===== src/rtl/cyber_player_pkg.sv =====
// Shared types and constants for the cyber_player automated opponent.
package cyber_player_pkg;

  typedef enum logic {
    IDLE = 1'b0,
    COOL = 1'b1
  } state_e;

  localparam int unsigned LFSR_WIDTH   = 10;
  localparam int unsigned LFSR_TAP_HI  = 9;
  localparam int unsigned LFSR_TAP_LO  = 6;
  localparam logic [9:0]  DEFAULT_SEED = 10'h001;

endpackage


===== src/rtl/lfsr10.sv =====
// Fibonacci LFSR (x^10+x^7+1), shifts left, advances only when enabled.
// Optional lockup guard under LFSR_LOCKUP_GUARD_EN reseeds from the all-zero state.
module lfsr10
  import cyber_player_pkg::*;
#(
  parameter int unsigned      WIDTH = LFSR_WIDTH,
  parameter logic [WIDTH-1:0] SEED  = WIDTH'(DEFAULT_SEED)
) (
  input  logic             clk,
  input  logic             reset,
  input  logic             enable,
  output logic [WIDTH-1:0] q
);

  logic             fb_c;
  logic [WIDTH-1:0] q_next_c;

  // Next state: shift in feedback, or reseed when stuck at zero if guarded
  always_comb begin
    fb_c     = q[LFSR_TAP_HI] ^ q[LFSR_TAP_LO];
    q_next_c = {q[WIDTH-2:0], fb_c};
`ifdef LFSR_LOCKUP_GUARD_EN
    if (q == '0) begin
      q_next_c = (SEED == '0) ? WIDTH'(DEFAULT_SEED) : SEED;
    end
`endif
  end

  always_ff @(posedge clk or negedge reset) begin
    if (!reset) begin
      q <= SEED;
    end else if (enable) begin
      q <= q_next_c;
    end
  end

endmodule


===== src/rtl/cyber_player.sv =====
// Automated button-game opponent: registered threshold compare against an LFSR
// operand, turned into rate-limited press pulses. Optional macro: LFSR_LOCKUP_GUARD_EN.
module cyber_player
  import cyber_player_pkg::*;
#(
  parameter int unsigned      WIDTH    = LFSR_WIDTH,
  parameter logic [WIDTH-1:0] SEED     = WIDTH'(DEFAULT_SEED),
  parameter int unsigned      COOLDOWN = 4
) (
  input  logic             clk,
  input  logic             reset,
  input  logic             enable,
  input  logic [WIDTH-1:0] threshold,
  output logic [WIDTH-1:0] rand_val,
  output logic             cmp_gt,
  output logic             press
);

  localparam int unsigned CNT_W = $clog2(COOLDOWN + 1);

  state_e           state_q, state_d;
  logic [CNT_W-1:0] cnt_q, cnt_d;
  logic             press_d;
  logic [WIDTH:0]   diff_c;
  logic             gt_c;

  lfsr10 #(
    .WIDTH (WIDTH),
    .SEED  (SEED)
  ) u_lfsr (
    .clk    (clk),
    .reset  (reset),
    .enable (enable),
    .q      (rand_val)
  );

  // A borrow out of rand_val - threshold means threshold is strictly greater
  always_comb begin
    diff_c = {1'b0, rand_val} - {1'b0, threshold};
    gt_c   = diff_c[WIDTH];
  end

  // Press FSM next state: fire from IDLE, then hold off for COOLDOWN cycles
  always_comb begin
    state_d = state_q;
    cnt_d   = cnt_q;
    press_d = 1'b0;
    if (!enable) begin
      state_d = IDLE;
      cnt_d   = '0;
    end else begin
      case (state_q)
        IDLE: begin
          if (cmp_gt) begin
            press_d = 1'b1;
            cnt_d   = CNT_W'(COOLDOWN);
            state_d = COOL;
          end
        end
        COOL: begin
          cnt_d = cnt_q - CNT_W'(1);
          if (cnt_q == CNT_W'(1)) begin
            state_d = IDLE;
          end
        end
        default: begin
          state_d = IDLE;
          cnt_d   = '0;
        end
      endcase
    end
  end

  always_ff @(posedge clk or negedge reset) begin
    if (!reset) begin
      state_q <= IDLE;
      cnt_q   <= '0;
      press   <= 1'b0;
      cmp_gt  <= 1'b0;
    end else begin
      state_q <= state_d;
      cnt_q   <= cnt_d;
      press   <= press_d;
      cmp_gt  <= gt_c;
    end
  end

endmodule


===== config.mk =====
export PLATFORM = sky130hd
export DESIGN_NAME = cyber_player
export DESIGN_NICKNAME = d
export VERILOG_FILES = /design/src/rtl/cyber_player_pkg.sv /design/src/rtl/lfsr10.sv /design/src/rtl/cyber_player.sv
export SDC_FILE = /design/constraint.sdc
export NUM_CORES = 1
export LEC_CHECK = 0
export ABC_AREA = 0
export CAP_MARGIN = 20
export CELL_PAD_IN_SITES_DETAIL_PLACEMENT = 1
export CELL_PAD_IN_SITES_GLOBAL_PLACEMENT = 1
export CORE_ASPECT_RATIO = 1.25
export CORE_UTILIZATION = 38
export DETAILED_ROUTE_END_ITERATION = 10
export GPL_ROUTABILITY_DRIVEN = 0
export PLACE_DENSITY = 0.9
export SYNTH_ARGS = -nofsm -noshare
export SYNTH_HDL_FRONTEND = slang
export SYNTH_SLANG_ARGS = --single-unit

===== constraint.sdc =====
create_clock -name clk -period 2.45 [get_ports clk]
set_input_delay 0.245 -clock clk [delete_from_list [all_inputs] [get_ports clk]]
set_output_delay 0.245 -clock clk [all_outputs]
set_load 0.02 [all_outputs]

## Word level (Yosys, flattened, before mapping)

Cells that the tools add are included.

| storage, ports and cells | value |
|---|---|
| register bits after elaboration | 16 |
| input bits | 13 |
| output and inout port bits | 12 |
| logic and storage cells | 20 |

| cells by class | value |
|---|---|
| add/subtract/negate cells | 2 |
| equality and inequality tests | 2 |
| multiplexer cells | 9 |
| bitwise logic cells | 2 |

Operator list:

| operator | count |
|---|---|
| 10-bit by 10-bit subtractor with 11-bit output | 1 |
| 3-bit 2-to-1 mux | 2 |
| 3-bit case mux with 2 select lines | 1 |
| 1-bit 2-to-1 mux | 5 |
| 3-bit by 1-bit == test with 1-bit output, second input constant | 1 |
| 3-bit != test, second input constant | 1 |
| 3-bit by 1-bit subtractor with 3-bit output, second input constant | 1 |
| 1-bit case mux with 2 select lines | 1 |
| 1-bit NOT | 1 |
| 1-bit XOR | 1 |

## Longest topological paths before layout

| logic depth | value |
|---|---|
| depth in word-level cells | 4 |
| mapped depth | 6 |
| mapped depth without buffers | 6 |

## Hierarchy

A second synthesis with hierarchy kept.

| second synthesis, totals | value |
|---|---|
| cell total of the unflattened synthesis | 80 |
| area total of the unflattened synthesis | 913.4 µm² |

By module, submodules not included:

| module | instances | cells an instance | area each (µm²) | seq. area each (µm²) |
|---|---|---|---|---|
| cyber_player | 1 | 57 | 501.7 | 150.1 |
| lfsr10 | 1 | 23 | 411.6 | 251.5 |

## Worst setup path before layout

OpenSTA, ideal clock, no wires.

| timing | value |
|---|---|
| path kind | reg-to-reg |
| start | register u_lfsr.q[4] |
| end | register cmp_gt |
| arrival | 1.200 ns |
| required time | 2.373 ns |
| slack | 1.173 ns |
| cell stages (with the launch flop) | 6 |
| clock period less this slack | 1.277 ns |
| path through | dfrtp_1 ha_1 a21oi_1 nand2_1 o2bb2ai_1 a21oi_1 |

| on the way | value |
|---|---|
| longest elaborated chain between the ends | 1 |

RTL lines:

| element | RTL line | source |
|---|---|---|
| from (decl) | lfsr10.sv:12 | `output logic [WIDTH-1:0] q` |
| from (signal assigned) | lfsr10.sv:33 | `q <= q_next_c;` |
| 10-bit by 10-bit subtractor with 11-bit output | cyber_player.sv:39 | `diff_c = {1'b0, rand_val} - {1'b0, threshold};` |
| named net diff_c[10] | cyber_player.sv:24 | `logic [WIDTH:0] diff_c;` |
| to (signal assigned) | cyber_player.sv:84 | `cmp_gt <= gt_c;` |
| to (decl) | cyber_player.sv:15 | `output logic cmp_gt,` |

The timed path passes the listed nets, and every way through them passes these cells.
A chain may end at the register's enable or synchronous reset.

## Worst setup path in the final report

| timing | value |
|---|---|
| start | register u_lfsr.q[0] |
| end | output port rand_val[0] |

RTL lines:

| element | RTL line | source |
|---|---|---|
| to (decl) | cyber_player.sv:14 | `output logic [WIDTH-1:0] rand_val,` |

No word-level cell between the ends.

==> out/results.tsv <==
metric	value	unit
Net Sw Power	0.545	mW
antenna cells	0	
power per cell area	1180	nW/µm²
number of antenna violations at the first check in global routing	0	
number of max-cap violations	0	
Nets	131	
Adder-Cell Fraction of Synth Area	15.3	%
Detail Placement HPWL	1500	µm
CTS sink count	16	
worst-case hold slack	366	ps
Root Buffer	clkbuf_4	
Non-Filler Instances	137	
Synth Area in Simple Gates	7.52	%
Synth Area in Compound Gates	10.7	%
CTS buffer count	3	
Placed Area	1150	µm²
Post-DRT Antenna Nets	0	
Resized cells post-CTS	0	
Synth area leaders	dfrtp_1 42%, ha_1 15%, mux2_2 10%, inv_1 5.0%, a21oi_1 3.9%	
# hold bufs at CTS	0	
number of flops mapped to enable cells by yosys	0	
clk_skew	10.5	ps
Most used DFF post-synth	dfrtp_1	
Mapped Cells	81	
WP data arrival	1460	ps
setup TNS	0	ps
post-route design area	1190	µm²
CP Max Fanout	4	
DRT Wirelength	1830	µm
Setup Crit Path Kind	reg -> out	
post-layout util	53.7	%
number of H-tree levels	1	
share of cells above drive strength 1	15.1	%
GR Overflow Total	0	
worst stage delay on the critical path	600	ps
CTS tree	built	
Critical Path Sink Type	output pin	
Worst Path Buf+Inv	1	
CTS Buffer Depth	2	
Hold Crit Class	in -> async	
Vias	689	
Worst EP required	2200	ps
clock latency on the worst-skew pair	290	ps
drt wl/cell	13.4	µm
vias in the first global route	765	
Worst-Margin Slew	706	ps
synthesis-stage register bit count	16	
Area Overhead vs Synth	32.0	%
final hold violation count	0	
sw frac	39.1	%
postcts setup bufs	0	
Syn Std Cell Area	898	µm²
drt via density	5.03	
status	finished clean	
clock share of power	12.6	%
worst rel slew slack	52.8	%
Synth Net Count	105	
Critical-path top delay cell	clkdlybuf4s50_1	
TritonRoute pass-1 iters	4	
die width	45.5	µm
Setup WS post-layout	743	ps
number of DRC markers in iteration 0	7	
Unique masters post-synth	23	
sequential group share of total power	37.2	%
fraction of registers with async set/reset	100	%
Worst-path clk slew	100	ps
total core area	2210	µm²
DR DRC count	0	
global-route wire length before repair	3240	µm
Final Power	1.40	mW
worst path cell trace	clkdlybuf4s50_1	
Syn Area/Cell	11.1	µm²
standard-cell rows	19	
GRT Total Usage	17.2	%
static leakage	0.541	nW
CP startpoint kind	flop	
pins over their slew limit	0	
internal power	0.851	mW
fin crit period	1710	ps
largest net degree at the start of global routing	17	
main combinational cell family by area after synthesis	adder cells	
xor-xnor portion of the synthesized cell area	1.95	%
Die Ht	56.4	µm
register area share after synthesis	44.7	%
fmax	586	MHz
Syn. warnings	0	
multiplexer area fraction after synthesis	11.7	%
Synth top area share	41.8	%
CP top delay family	buffers and inverters	
Finish-stage setup viols	0	
unrepaired setup endpoints after global routing	no	
placed instance count	133	
Die Area	2560	µm²
Initial Utilization	40.6	%
IO buf count	24	
worst vdd ir	521	µV
part of the cycle the worst path needs	69.7	%
I/O pin count	25	
Comb pwr share	50.2	%
number of fill cells	243	
Place WS	730	ps
cell taking the most area after synthesis	dfrtp_1	
-- layer usage --
layer	up-vias	wire (µm)	track usage, %	share of wire, %
li1	328	-	-	-
met1	339	718	19.8	39
met2	20	1020	29.6	56
met3	2	70	2.89	3.8
met4	0	18	7.79	0.98
met5	-	0	0	0
-- power groups by stage --
stage | clock network, mW | registers (mW) | logic, mW
after global routing | 0.197 | 0.539 | 0.770
after detailed placement | 0 | 0.527 | 0.709
after global placement | 0 | 0.516 | 0.672
final | 0.176 | 0.519 | 0.700
after floorplan | 0 | 0.604 | 0.310
after CTS | 0.180 | 0.524 | 0.712
-- layout make-up --
cell class | count | area [µm²] | share of cell area [%]
Sequential cell | 16 | 402 | 33.9
Clock buffer | 4 | 36.3 | 3.06
Tap cell | 31 | 38.8 | 3.27
Multi-Input combinational cell | 50 | 424 | 35.8
Inverter | 12 | 45.0 | 3.80
Timing Repair Buffer | 24 | 240 | 20.3
-- cell families after synthesis --
| family | after synthesis |
|---|---|
| buf+inv | 15 |
| flops | 16 |
| fa+ha+maj | 11 |
| mux | 9 |
| compound gates | 15 |
| xor+xnor | 2 |
| simple gates | 13 |
-- worst paths after layout --
kind                       cells after the start  slack [ps]     endpoint   startpoint
max                                            1         740  rand_val[0]  u_lfsr.q[0]
min                                            1         370        press        reset
max reg2reg                                    5        1090       cmp_gt  u_lfsr.q[4]
min reg2reg                                    2         530  u_lfsr.q[0]  u_lfsr.q[0]
max in group asynchronous                      1        1630  u_lfsr.q[7]        reset
min in group clk                               2         530  u_lfsr.q[0]  u_lfsr.q[0]
-- cell usage in the layout, fill, tap and decap left out, drive strengths merged, types with 3 or more instances in the layout --
cell type and n:
clkdlybuf4s50 24, inv 12, a21oi 7, nand2 4
mux2 9, ha 11, nor2 3, dfrtp 15
clkbuf 4
-- synth_stat cells (2+ instances only) --
cell type,count
o21ai_0,2
nand2_1,4
nor2_1,3
a21oi_1,7
mux2_2,8
buf_6,2
inv_1,12
ha_1,11
nor3_1,2
dfrtp_1,15
xnor2_1,2
nor2b_1,2
-- sequential cells by signal, summed over array words and instances, names as in the netlist --
register and count:
cmp_gt 1, cnt_q 3, press 1, state_q 1, u_lfsr.q 10
(Power assumes the default switching activity.)
